==> src/rtl/serial_tx_pkg.sv <==
// Shared types and constants for the memory-mapped serial transmitter.
package serial_tx_pkg;

    typedef enum logic [1:0] {
        IDLE  = 2'd0,
        START = 2'd1,
        DATA  = 2'd2,
        STOP  = 2'd3
    } tx_state_t;

    localparam logic TX_IDLE_LEVEL = 1'b1;

endpackage

==> src/rtl/serial_tx_port_sync_fifo.sv <==
// Small synchronous FIFO with show-ahead output: dout always presents the head entry.
module sync_fifo #(
    parameter int WIDTH = 8,
    parameter int DEPTH = 4
) (
    input  logic             CLK,
    input  logic             CLR,
    input  logic             push,
    input  logic [WIDTH-1:0] din,
    input  logic             pop,
    output logic [WIDTH-1:0] dout,
    output logic             full,
    output logic             empty
);

    localparam int PTR_W = (DEPTH > 1) ? $clog2(DEPTH) : 1;
    localparam int CNT_W = $clog2(DEPTH) + 1;

    logic [WIDTH-1:0] mem [DEPTH];
    logic [PTR_W-1:0] wr_ptr;
    logic [PTR_W-1:0] rd_ptr;
    logic [CNT_W-1:0] count;
    logic             do_push;
    logic             do_pop;

    assign do_push = push && !full;
    assign do_pop  = pop && !empty;
    assign full    = (count == CNT_W'(DEPTH));
    assign empty   = (count == '0);
    assign dout    = mem[rd_ptr];

    // Storage array; contents need no reset because the pointers define validity.
    always_ff @(posedge CLK) begin
        if (do_push) begin
            mem[wr_ptr] <= din;
        end
    end

    // Pointers wrap naturally at the power-of-two depth; count tracks occupancy.
    always_ff @(posedge CLK) begin
        if (CLR) begin
            wr_ptr <= '0;
            rd_ptr <= '0;
            count  <= '0;
        end else begin
            if (do_push) begin
                wr_ptr <= wr_ptr + PTR_W'(1);
            end
            if (do_pop) begin
                rd_ptr <= rd_ptr + PTR_W'(1);
            end
            case ({do_push, do_pop})
                2'b10:   count <= count + CNT_W'(1);
                2'b01:   count <= count - CNT_W'(1);
                default: count <= count;
            endcase
        end
    end

endmodule

==> src/rtl/serial_tx_port.sv <==
// Serial 8N1 transmitter fed by CPU store strobes through a small byte queue.
module serial_tx_port
    import serial_tx_pkg::*;
#(
    parameter int CLKS_PER_BIT = 16,
    parameter int FIFO_DEPTH   = 4,
    parameter int DATA_WIDTH   = 8
) (
    input  logic                  CLK,
    input  logic                  CLR,
    input  logic                  WE,
    input  logic [DATA_WIDTH-1:0] DATA_IN,
    output logic                  TX,
    output logic                  FULL,
    output logic                  BUSY,
    output logic                  OVERFLOW
);

    localparam int                IDX_W     = (DATA_WIDTH > 1) ? $clog2(DATA_WIDTH) : 1;
    localparam logic [7:0]        BAUD_LAST = 8'(CLKS_PER_BIT - 1);
    localparam logic [IDX_W-1:0]  IDX_LAST  = IDX_W'(DATA_WIDTH - 1);

    tx_state_t             state;
    tx_state_t             next_state;
    logic [7:0]            baud_cnt;
    logic [7:0]            next_baud;
    logic [IDX_W-1:0]      bit_idx;
    logic [IDX_W-1:0]      next_idx;
    logic [DATA_WIDTH-1:0] shift_reg;
    logic [DATA_WIDTH-1:0] next_shift;
    logic                  overflow_q;
    logic                  fifo_push;
    logic                  fifo_pop;
    logic                  fifo_full;
    logic                  fifo_empty;
    logic [DATA_WIDTH-1:0] fifo_dout;
    logic                  last_tick;

    // A write while full is dropped; the decision uses the count before this edge.
    assign fifo_push = WE && !fifo_full;
    assign last_tick = (baud_cnt == BAUD_LAST);

    sync_fifo #(
        .WIDTH (DATA_WIDTH),
        .DEPTH (FIFO_DEPTH)
    ) u_fifo (
        .CLK   (CLK),
        .CLR   (CLR),
        .push  (fifo_push),
        .din   (DATA_IN),
        .pop   (fifo_pop),
        .dout  (fifo_dout),
        .full  (fifo_full),
        .empty (fifo_empty)
    );

    // State, baud counter, bit index, shift register and the sticky overflow flag.
    always_ff @(posedge CLK) begin
        if (CLR) begin
            state      <= IDLE;
            baud_cnt   <= '0;
            bit_idx    <= '0;
            shift_reg  <= '0;
            overflow_q <= 1'b0;
        end else begin
            state      <= next_state;
            baud_cnt   <= next_baud;
            bit_idx    <= next_idx;
            shift_reg  <= next_shift;
            overflow_q <= overflow_q | (WE & fifo_full);
        end
    end

    // Frame sequencing; STOP can chain straight into START to keep frames gap-free.
    always_comb begin
        next_state = state;
        next_baud  = baud_cnt + 8'd1;
        next_idx   = bit_idx;
        next_shift = shift_reg;
        fifo_pop   = 1'b0;
        case (state)
            IDLE: begin
                next_baud = '0;
                if (!fifo_empty) begin
                    fifo_pop   = 1'b1;
                    next_shift = fifo_dout;
                    next_idx   = '0;
                    next_state = START;
                end
            end
            START: begin
                if (last_tick) begin
                    next_baud  = '0;
                    next_idx   = '0;
                    next_state = DATA;
                end
            end
            DATA: begin
                if (last_tick) begin
                    next_baud  = '0;
                    next_shift = shift_reg >> 1;
                    if (bit_idx == IDX_LAST) begin
                        next_state = STOP;
                    end else begin
                        next_idx = bit_idx + IDX_W'(1);
                    end
                end
            end
            STOP: begin
                if (last_tick) begin
                    next_baud = '0;
                    if (!fifo_empty) begin
                        fifo_pop   = 1'b1;
                        next_shift = fifo_dout;
                        next_idx   = '0;
                        next_state = START;
                    end else begin
                        next_state = IDLE;
                    end
                end
            end
            default: begin
                next_baud  = '0;
                next_state = IDLE;
            end
        endcase
    end

    // Line level decoded purely from registered state so it never glitches on WE/DATA_IN.
    always_comb begin
        TX = TX_IDLE_LEVEL;
        case (state)
            START:   TX = 1'b0;
            DATA:    TX = shift_reg[0];
            default: TX = TX_IDLE_LEVEL;
        endcase
    end

    assign FULL     = fifo_full;
    assign BUSY     = (state != IDLE) || !fifo_empty;
    assign OVERFLOW = overflow_q;

endmodule

==> config.mk <==
export PLATFORM = sky130hd
export DESIGN_NAME = serial_tx_port
export DESIGN_NICKNAME = d
export VERILOG_FILES = /design/src/rtl/serial_tx_pkg.sv /design/src/rtl/serial_tx_port_sync_fifo.sv /design/src/rtl/serial_tx_port.sv
export SDC_FILE = /design/constraint.sdc
export NUM_CORES = 1
export LEC_CHECK = 0
export CAP_MARGIN = 20
export CORE_ASPECT_RATIO = 0.6
export CORE_MARGIN = 3
export CORE_UTILIZATION = 35
export CTS_CLUSTER_SIZE = 10
export DETAILED_ROUTE_END_ITERATION = 16
export MAX_ROUTING_LAYER = met4
export SKIP_LAST_GASP = 1
export SLEW_MARGIN = 20
export SYNTH_ARGS = -nofsm -noshare
export SYNTH_HDL_FRONTEND = slang
export SYNTH_HIERARCHICAL = 1
export SYNTH_SLANG_ARGS = --single-unit
==> constraint.sdc <==
create_clock -name CLK -period 3.1 [get_ports CLK]
set_input_delay 0.31 -clock CLK [delete_from_list [all_inputs] [get_ports CLK]]
set_output_delay 0.31 -clock CLK [all_outputs]
set_load 0.01 [all_outputs]
==> impl_results.md, run 1 <==
- Status: finished clean
- I/O pin cnt: 15
- Post-Syn Area: 2780 µm²
- Crit. End Element: flop
- Clk sink count: 63
- Antenna-violating nets left: 0
- Worst skew pair latency: 0.33 ns
- GRT met1 Usage: 0.178
- Worst R2R Setup Slack: about 0.30 ns
- Crit path largest cell delay: 0.58 ns
- Final Wtd Congestion: 0.751
- Crit path kind: reg2reg
- Fmax: 357 MHz
- PD cells: 895 nW/µm²
- Most frequent cells in the layout: edfxtp_1, dfxtp_1, a21oi_1, nor2_1
- Detailed placement HPWL: 3.48 mm
- Die footprint: 9070 µm²
- Num CTS Buffers: 9
- DRC: 0
- Number of antenna diodes: 0
- Post-Syn Area per Cell: approximately 13 µm²
- Max FO, Critical Path: 4
- Least-Margin Pin Slew: 0.651 ns
- CP Data Required Time: about 3.4 ns
- Gr busiest metal: met1
- Gr usage total: 0.132
- Met2 Use GR: 0.168
- Unrepaired setup endpoints after global routing: false
- Worst setup margin: around 0.3 ns
- Yosys reg bits: between 60 and 70
- Initial DRC count: 103
- Sequential cell area: between 1500 and 2000 µm²
- Syn_nets: 247
- Slowest CP cell: or4_4
- Overflow after GRT: 0
- First-pass GRT wire length: around 8.4 mm
- Initial antenna violation count: 0
- Tcrit/Tclk final: 0.904
- Fraction of layout cells with a size suffix above 1: 0.122
- Die height: about 75 µm
- Clock buffer depth: 2
- Root Buffer: clkbuf_16
- Detailed Route WL: 5.04 mm
- Max FFs per register: 32
- Setup Buffers After CTS: 0
- Core area: 7480 µm²
- Synth-to-Final Area Change: 18.7%
- Max VDD drop: just under 400 µV
- Die W: 121 µm
- Final Skew: 0.00462 ns
- Post-Place Setup Slack: 0.216 ns
- Crit start category: flop
- Final setup fails: 0
- Final hold vios: 0
- Max_slew headroom: 0.564
- Filler instances: between 600 and 700
- CTS tree: built
- Synth Instances: ~220
- Grt met3 use: 0.0495
- Layout Nets: 266
- Vias in the first global route: about 1700
- Worst path cell trace: or4_4 -> nor2_1 -> a21oi_1 -> nor3_2 -> o31ai_2 -> inv_1 -> ha_1 -> inv_1 -> fa_1 -> xor2_1 -> or3_1 -> a21oi_1
- Initial Util: 0.371
- Register area share after synthesis: 0.570
- Max-slew violation total from the final report: 0
- Clock-pin slew on the worst setup and hold paths: 0.05 ns
- Multi-input gate area: 1110 µm²
- Arrival time worst endpoint: 3.06 ns
- H-tree depth: 3
- Total of max-cap violations: 0
- Setup tns final: 0 ns
- Pin count of the biggest net entering global routing: 18
- WL/cell: between 10 and 15 µm
- Most common cell after layout, fill and taps aside: edfxtp_1
- Number of synthesis warnings: 6
- Minimum clock period: 2.80 ns
- Via density: 4.95
- IO buf count: 14
- Routed via count: 1727
- Hold_ws: 0.452 ns
- Num rows: 24
- DRT Pass-1 Iters: 4
- P_leak: around 1.1 nW
- HP Class: reg2reg
- Library cells used by synthesis: 38
==> cell families (layout without fill, tap and decap cells) <==
kind of cell / count (synthesis) / count (layout) / synth area share
compound gates: 44 / 44 / 0.106
flops: 63 / 63 / 0.570
mux: 17 / 17 / 0.0974
buf+inv: 22 / 46 / 0.0311
fa+ha+maj: 15 / 15 / 0.0703
xor+xnor: 9 / 9 / 0.0284
simple gates: 51 / 51 / 0.0974
==> area by class of cell <==
type	count	area share
Clock inverter	5	0.00760
Sequential cell	63	0.480
Multi-Input combinational cell	136	0.338
Tap cell	104	0.0395
Timing Repair Buffer	17	0.0494
Inverter	13	0.0148
Clock buffer	11	0.0707
==> routing by layer <==
metal  vias up  routed length, µm
met5         -                  0
met4         0                 86
met3         9                228
met2        25               2010
met1       837               2710
li1        856                  -
==> metrics by stage <==
stage,power [mW],utilization,instance area [µm²],std cells
2_1_floorplan,1.83,-,2780,221
3_3_place_gp,2.08,0.405,3030,333
3_5_place_dp,2.10,0.405,3030,333
4_1_cts,2.98,0.440,3290,349
5_1_grt,3.16,0.440,3290,349
6_report,2.95,0.440,3290,349
==> critical path, delay by kind of cell (launching register included) <==
family	cells	cell delay, ns
XOR/XNOR	1	0.16
AO/OA/AOI/OAI	3	0.35
AND/OR/NAND/NOR	4	1.20
adder cells (fa/ha/maj)	2	0.56
flip-flops	1	0.34
buffers and inverters	2	0.13
==> where the power goes <==
part	switching [mW]	internal [mW]	total, mW
clock	0.330	0.531	0.860
combinational	0.519	0.441	0.960
sequential	0.110	1.02	1.13
total	0.959	1.99	2.95
==> cell usage after synthesis <==
library cell   n  share of area
o22ai_2        1         0.0045
a211oi_1       2         0.0054
o32a_1         1         0.0036
a311oi_1       7          0.022
buf_1          2         0.0027
mux2i_1        9          0.032
o221a_2        1         0.0041
o31ai_2        1         0.0045
nor2_1        18          0.024
o32ai_1        1         0.0032
a22o_1         1         0.0032
or4_1          1         0.0027
inv_1         13          0.018
nor3b_2        1         0.0045
and2_1         4         0.0090
a21oi_1       20          0.036
xor2_1         5          0.016
or3_1          4         0.0090
and3_1         1         0.0023
nor2b_1        1         0.0023
ha_1          14          0.063
nand2_1        4         0.0054
edfxtp_1      32           0.35
nand2b_1       5          0.011
nand3_1        3         0.0054
mux4_2         8          0.065
nand4_1        2         0.0045
buf_2          3         0.0054
dfxtp_1       31           0.22
a41o_1         1         0.0036
nor3_1         5         0.0090
o21ai_0        7          0.013
fa_1           1         0.0072
xnor2_1        4          0.013
a22oi_1        1         0.0027
clkbuf_1       4         0.0054
or4_4          1         0.0041
nor3_2         1         0.0036
==> timing repair <==
| action | 4_1_cts | 5_1_grt |
|---|---|---|
| resized for setup | 0 | 1 |
| hold buffers | 0 | 0 |
| endpoints found under the setup margin | 0 | 1 |
| hold endpoints to repair | 0 | 0 |
==> final timing paths <==
| kind | end | start | depth (start not counted) |
|---|---|---|---|
| worst min-delay path | baud_cnt[0]$_SDFF_PP0_ | baud_cnt[0]$_SDFF_PP0_ | 1 |
| worst max-delay path | u_fifo/count[2]$_SDFFE_PP0P_ | baud_cnt[5]$_SDFF_PP0_ | 12 |
| worst max register to register | u_fifo/count[2]$_SDFFE_PP0P_ | baud_cnt[5]$_SDFF_PP0_ | 12 |
| worst min register to register | baud_cnt[0]$_SDFF_PP0_ | baud_cnt[0]$_SDFF_PP0_ | 1 |
Power figures use the tool's default switching activity.
==> run 2: changes to the inputs <==
==> constraint.sdc (replaced) <==
create_clock -name CLK -period 3.1 [get_ports CLK]
set_input_delay 0.31 -clock CLK [delete_from_list [all_inputs] [get_ports CLK]]
set_output_delay 0.31 -clock CLK [all_outputs]
set_load 0.05 [all_outputs]
==> run 2 against run 1 <==
Effect of this change: combinational power grew 11%; register-to-register slack improved by 0.03 ns; count of clock-buffer cells in the layout shrank 2; first-iteration DRC count fell by 22%; wire length hardly changed; via count up 0.23%; core utilization increased by 1.3 points; critical endpoint unchanged; clock skew increased by 0.0031 ns; non-clock buffer count rose by 1; total power grew 14%; final area up 2.8%; highest routed layer unchanged; largest power group is now clock.
==> impl_results.md, run 2 (synthesis results as in run 1) <==
- Die W: roughly 120 µm
- Via density: 4.95
- Fin area: 3390 µm²
- Filler instances: 655
- I/O pin cnt: 15
- Unrepaired setup endpoints after global routing: false
- Total of max-cap violations: 0
- Max FFs per register: 32
- RR Startpoint: baud_cnt[5]$_SDFF_PP0_
- Num CTS Buffers: 9
- Max-slew violation total from the final report: 0
- Pin count of the biggest net entering global routing: 18
- Final Skew: 0.00768 ns
- Initial DRC count: 80
- Antenna-violating nets left: 0
- Initial antenna violation count: 0
- Layout Nets: 267
- Synth-to-Final Area Change: 22.0%
- Root Buffer: clkbuf_16
- Detailed placement HPWL: ~3.4 mm
- Max FO, Critical Path: 4
- DRC: 0
- Clock network fraction of total power: 0.343
- Switching power total: between 1 and 1.5 mW
- Fmax: 361 MHz
- Num rows: 24
- Hold buffers post-CTS: 0
- Minimum clock period: 2.77 ns
- Die height: 75.0 µm
- IO buf count: 14
- Worst R2R End: u_fifo/count[2]$_SDFFE_PP0P_
- Initial Util: 0.371
- Number of antenna diodes: 0
- Hold Path Cell Cnt: 1
- Least-Margin Pin Slew: 0.682 ns
- Clock-pin slew on the worst setup and hold paths: roughly 0.060 ns
- Clock buffer depth: 2
- Max VDD drop: 364 µV
- Status: finished clean
- CTS tree: built
- Clk sink count: 63
- R2R depth: 12
- Worst skew pair latency: 0.32 ns
- DRT Pass-1 Iters: 4
- Crit. End Element: flop
- Post-DP Area: ~3000 µm²
- WL/cell: around 14 µm
- H-tree depth: 3
- Post_cts resized: 0
- CP Data Required Time: 3.34 ns
- Multi-input gate area: 1110 µm²
- Gr usage total: 0.128
- Max_slew headroom: 0.545
- Hold path startpoint: baud_cnt[0]$_SDFF_PP0_
- Detailed Route WL: 5.04 mm
- Final Wtd Congestion: 0.778
- PD cells: 988 nW/µm²
- Switching share of power: 0.325
- Cell Int Power: 2.26 mW
- Setup Buffers After CTS: 0
- HP Class: reg2reg
- Hold Path Sink: baud_cnt[0]$_SDFF_PP0_
- Routed via count: 1731
- Overflow after GRT: 0
- Most common cell after layout, fill and taps aside: edfxtp_1
- Final hold vios: 0
- Most frequent cells in the layout: edfxtp_1, dfxtp_1, a21oi_1, nor2_1
- Final Instance Count excl. Fillers: 350
- Vias in the first global route: between 1500 and 2000
- Crit start category: flop
- Worst R2R Setup Slack: roughly 0.33 ns
- Die footprint: 9070 µm²
- Setup tns final: 0 ns
- Crit path kind: reg2reg
- First-pass GRT wire length: 8.35 mm
- Final setup fails: 0
- Placed Cells: 334
- Combinational cell fraction of total power: 0.321
- Final core occ: 0.453
- Sequential cell area: around 1600 µm²
- Core area: 7480 µm²
- Tcrit/Tclk final: 0.894
- Sequential fraction of design power: 0.336
- Arrival time worst endpoint: about 3 ns
- P_leak: 1.19 nW
- Fraction of layout cells with a size suffix above 1: 0.138
run 2: how the worst max path moves through the flow:
| stage | startpoint | end | slack, ns | depth (start not counted) |
|---|---|---|---|---|
| detailed placement | baud_cnt[5]$_SDFF_PP0_ | u_fifo/count[2]$_SDFFE_PP0P_ | 0.18 | 12 |
| global placement | baud_cnt[5]$_SDFF_PP0_ | u_fifo/count[2]$_SDFFE_PP0P_ | 0.31 | 12 |
| global route | baud_cnt[5]$_SDFF_PP0_ | u_fifo/count[2]$_SDFFE_PP0P_ | 0.11 | 12 |
| finish | baud_cnt[5]$_SDFF_PP0_ | u_fifo/count[2]$_SDFFE_PP0P_ | 0.33 | 12 |
| floorplan | u_fifo/count[2]$_SDFFE_PP0P_ | u_fifo/count[2]$_SDFFE_PP0P_ | 0.32 | 11 |
| CTS | baud_cnt[5]$_SDFF_PP0_ | u_fifo/count[2]$_SDFFE_PP0P_ | 0.19 | 12 |
run 2: area by class of cell:
class | count | share of cell area
Inverter | 13 | 0.0144
Clock inverter | 7 | 0.0351
Clock buffer | 9 | 0.0665
Multi-Input combinational cell | 136 | 0.328
Tap cell | 104 | 0.0384
Timing Repair Buffer | 18 | 0.0502
Sequential cell | 63 | 0.467
run 2: worst max-delay path: stages (launching register included):
cell and delay [ns]:
dfxtp_1 0.33, or4_4 0.57, nor2_1 0.13, a21oi_1 0.09, nor3_2 0.18, o31ai_2 0.12, inv_1 0.07, ha_1 0.18
inv_1 0.06, fa_1 0.37, xor2_1 0.15, or3_1 0.30, a21oi_1 0.15
run 2: through the flow:
| stage | hold slack (ns) | setup WS [ns] | power [mW] |
|---|---|---|---|
| floorplan | 0.409 | 0.318 | 1.91 |
| global placement | 0.427 | 0.309 | 2.18 |
| detailed placement | 0.452 | 0.183 | 2.20 |
| CTS | 0.462 | 0.192 | 3.37 |
| global route | 0.479 | 0.106 | 3.56 |
| finish | 0.456 | 0.328 | 3.35 |
run 2: power by group through the flow:
stage | Combinational, mW | Clock, mW | Sequential [mW]
finish | 1.07 | 1.15 | 1.13
global route | 1.20 | 1.21 | 1.15
CTS | 1.07 | 1.17 | 1.13
detailed placement | 1.05 | 0 | 1.14
global placement | 1.04 | 0 | 1.14
floorplan | 0.815 | 0 | 1.10
run 2: per-layer routing:
layer | part of all wire | vias to the layer above | GRT usage
li1 | - | 858 | -
met1 | 0.54 | 840 | 0.170
met2 | 0.41 | 31 | 0.178
met3 | 0.046 | 2 | 0.0495
met4 | 0.0069 | 0 | 0.0490
met5 | 0 | - | -
==> run 3: changes to the inputs <==
--- a/config.mk
+++ b/config.mk
@@ -12,6 +12,7 @@
 export CTS_CLUSTER_SIZE = 10
 export DETAILED_ROUTE_END_ITERATION = 16
 export MAX_ROUTING_LAYER = met4
+export RECOVER_POWER = 50
 export SKIP_LAST_GASP = 1
 export SLEW_MARGIN = 20
 export SYNTH_ARGS = -nofsm -noshare
==> run 3 against run 2 <==
Effect of this change: register-to-register slack barely moved; fmax shrank 0.15%; first-iteration DRC count decreased by 7.5%; core utilization is 0.18 points lower; global-route usage did not move; critical endpoint unchanged; highest routed layer unchanged.
==> impl_results.md, run 3 (synthesis results as in run 1) <==
- Status: finished clean
- Die W: 121 µm
- Detailed Route WL: between 5 and 6 mm
- Core area: 7480 µm²
- Clock buffer depth: 2
- Num rows: 24
- Final Instance Count excl. Fillers: 350
- Fmax: roughly 360 MHz
- Filler instances: 658
- Final setup fails: 0
- Routed via count: 1730
- Synth-to-Final Area Change: 21.6%
- WL/cell: 14.4 µm
- Crit. End Element: flop
- Crit path largest cell delay: 0.57 ns
- CTS tree: built
- Final Wtd Congestion: between 0.7 and 0.8
- Crit path kind: reg2reg
- Least-Margin Pin Slew: 0.937 ns
- DRT Pass-1 Iters: 4
- Antenna-violating nets left: 0
- Die height: about 75 µm
- Initial DRC count: 74
- HP Class: reg2reg
- Most frequent cells in the layout: edfxtp_1, dfxtp_1, a21oi_1, nor2_1, ha_1
- Overflow after GRT: 0
- Initial Util: 0.371
- Final hold vios: 0
- Max_slew headroom: 0.375
- Clk sink count: 63
- Root Buffer: clkbuf_16
- IO buf count: 14
- Unrepaired setup endpoints after global routing: false
- Most common cell after layout, fill and taps aside: edfxtp_1
- Placed Cells: 334
- Pin count of the biggest net entering global routing: 18
- Num CTS Buffers: 9
- Post_cts resized: 0
- Minimum clock period: 2.78 ns
- Gr usage total: 0.128
- Setup tns final: 0 ns
- Max FFs per register: 32
- First-pass GRT wire length: around 8.3 mm
- Max-slew violation total from the final report: 0
- Clock-pin slew on the worst setup and hold paths: 0.06 ns
- Fraction of layout cells with a size suffix above 1: 0.126
- Tcrit/Tclk final: 0.896
- Die footprint: around 9100 µm²
- Hold buffers post-CTS: 0
- Setup Buffers After CTS: 0
- Final Skew: 0.00846 ns
- Initial antenna violation count: 0
- Layout Nets: ~270
- Crit start category: flop
- Via density: 4.94
- Max FO, Critical Path: 4
- Number of antenna diodes: 0
- H-tree depth: 3
- CP Data Required Time: 3.35 ns
- Arrival time worst endpoint: 3.03 ns
- Worst path cell trace: or4_4 -> nor2_1 -> a21oi_1 -> nor3_2 -> o31ai_1 -> inv_1 -> ha_1 -> inv_1 -> fa_1 -> xor2_1 -> or3_1 -> a21oi_1
- Vias in the first global route: around 1700
- I/O pin cnt: 15
- Detailed placement HPWL: 3.39 mm
- Slowest CP cell: or4_4
- Max VDD drop: 364 µV
- PD cells: 988 nW/µm²
- Worst skew pair latency: 0.32 ns
- DRC: 0
- Total of max-cap violations: 0
- P_leak: 1.19 nW
[run 3: cell types whose count changed in the layout (fill, tap and decap cells not counted), sizes merged]
cell           previous run  this run
dlygate4sd3               0        10
clkdlybuf4s50            14         4
buf                       4         3
clkbuf                    9        10
[run 3: worst max-delay path: cells and delay by family (launching register included)]
family,cells,cell delay (ns)
fa+ha+maj,2,0.55
simple gates,4,1.15
xor+xnor,1,0.15
compound gates,3,0.38
buf+inv,2,0.14
flops,1,0.33
[run 3: power by group]
part	total (mW)	switching, mW	internal (mW)
Sequential	1.12	0.105	1.02
Clock	1.15	0.360	0.787
Combinational	1.06	0.617	0.447
[run 3: metal layers]
metal / track usage / vias up / share of wire
met5: - / - / 0
met4: 0.0490 / 0 / 0.0069
met3: 0.0495 / 2 / 0.047
met2: 0.178 / 30 / 0.41
met1: 0.170 / 840 / 0.54
li1: - / 858 / -
[run 3: worst paths after layout]
kind / startpoint / end / slack, ns / depth (start not counted)
max: baud_cnt[5]$_SDFF_PP0_ / u_fifo/count[2]$_SDFFE_PP0P_ / 0.32 / 12
min: baud_cnt[0]$_SDFF_PP0_ / baud_cnt[0]$_SDFF_PP0_ / 0.46 / 1
max reg2reg: baud_cnt[5]$_SDFF_PP0_ / u_fifo/count[2]$_SDFFE_PP0P_ / 0.32 / 12
min reg2reg: baud_cnt[0]$_SDFF_PP0_ / baud_cnt[0]$_SDFF_PP0_ / 0.46 / 1
[run 3: area by class of cell]
type	count	area, µm²	area share
multi-input cells	136	1100	0.327
clock inverters	7	119	0.0352
inverters	13	48.8	0.0145
clock buffers	9	225	0.0668
flip-flops and latches	63	1580	0.469
well taps	104	130	0.0386
repair buffers	18	166	0.0493
[run 3: through the flow]
step           hold WS, ns  utilization  setup slack, ns  cell area, µm²  power, mW
2_1_floorplan        0.409            -            0.318            2780       1.91
3_3_place_gp         0.427        0.406            0.309            3040       2.18
3_5_place_dp         0.452        0.406            0.183            3040       2.20
4_1_cts              0.462        0.452            0.192            3380       3.37
5_1_grt              0.479        0.451            0.116            3370       3.54
6_report             0.456        0.451            0.324            3370       3.33
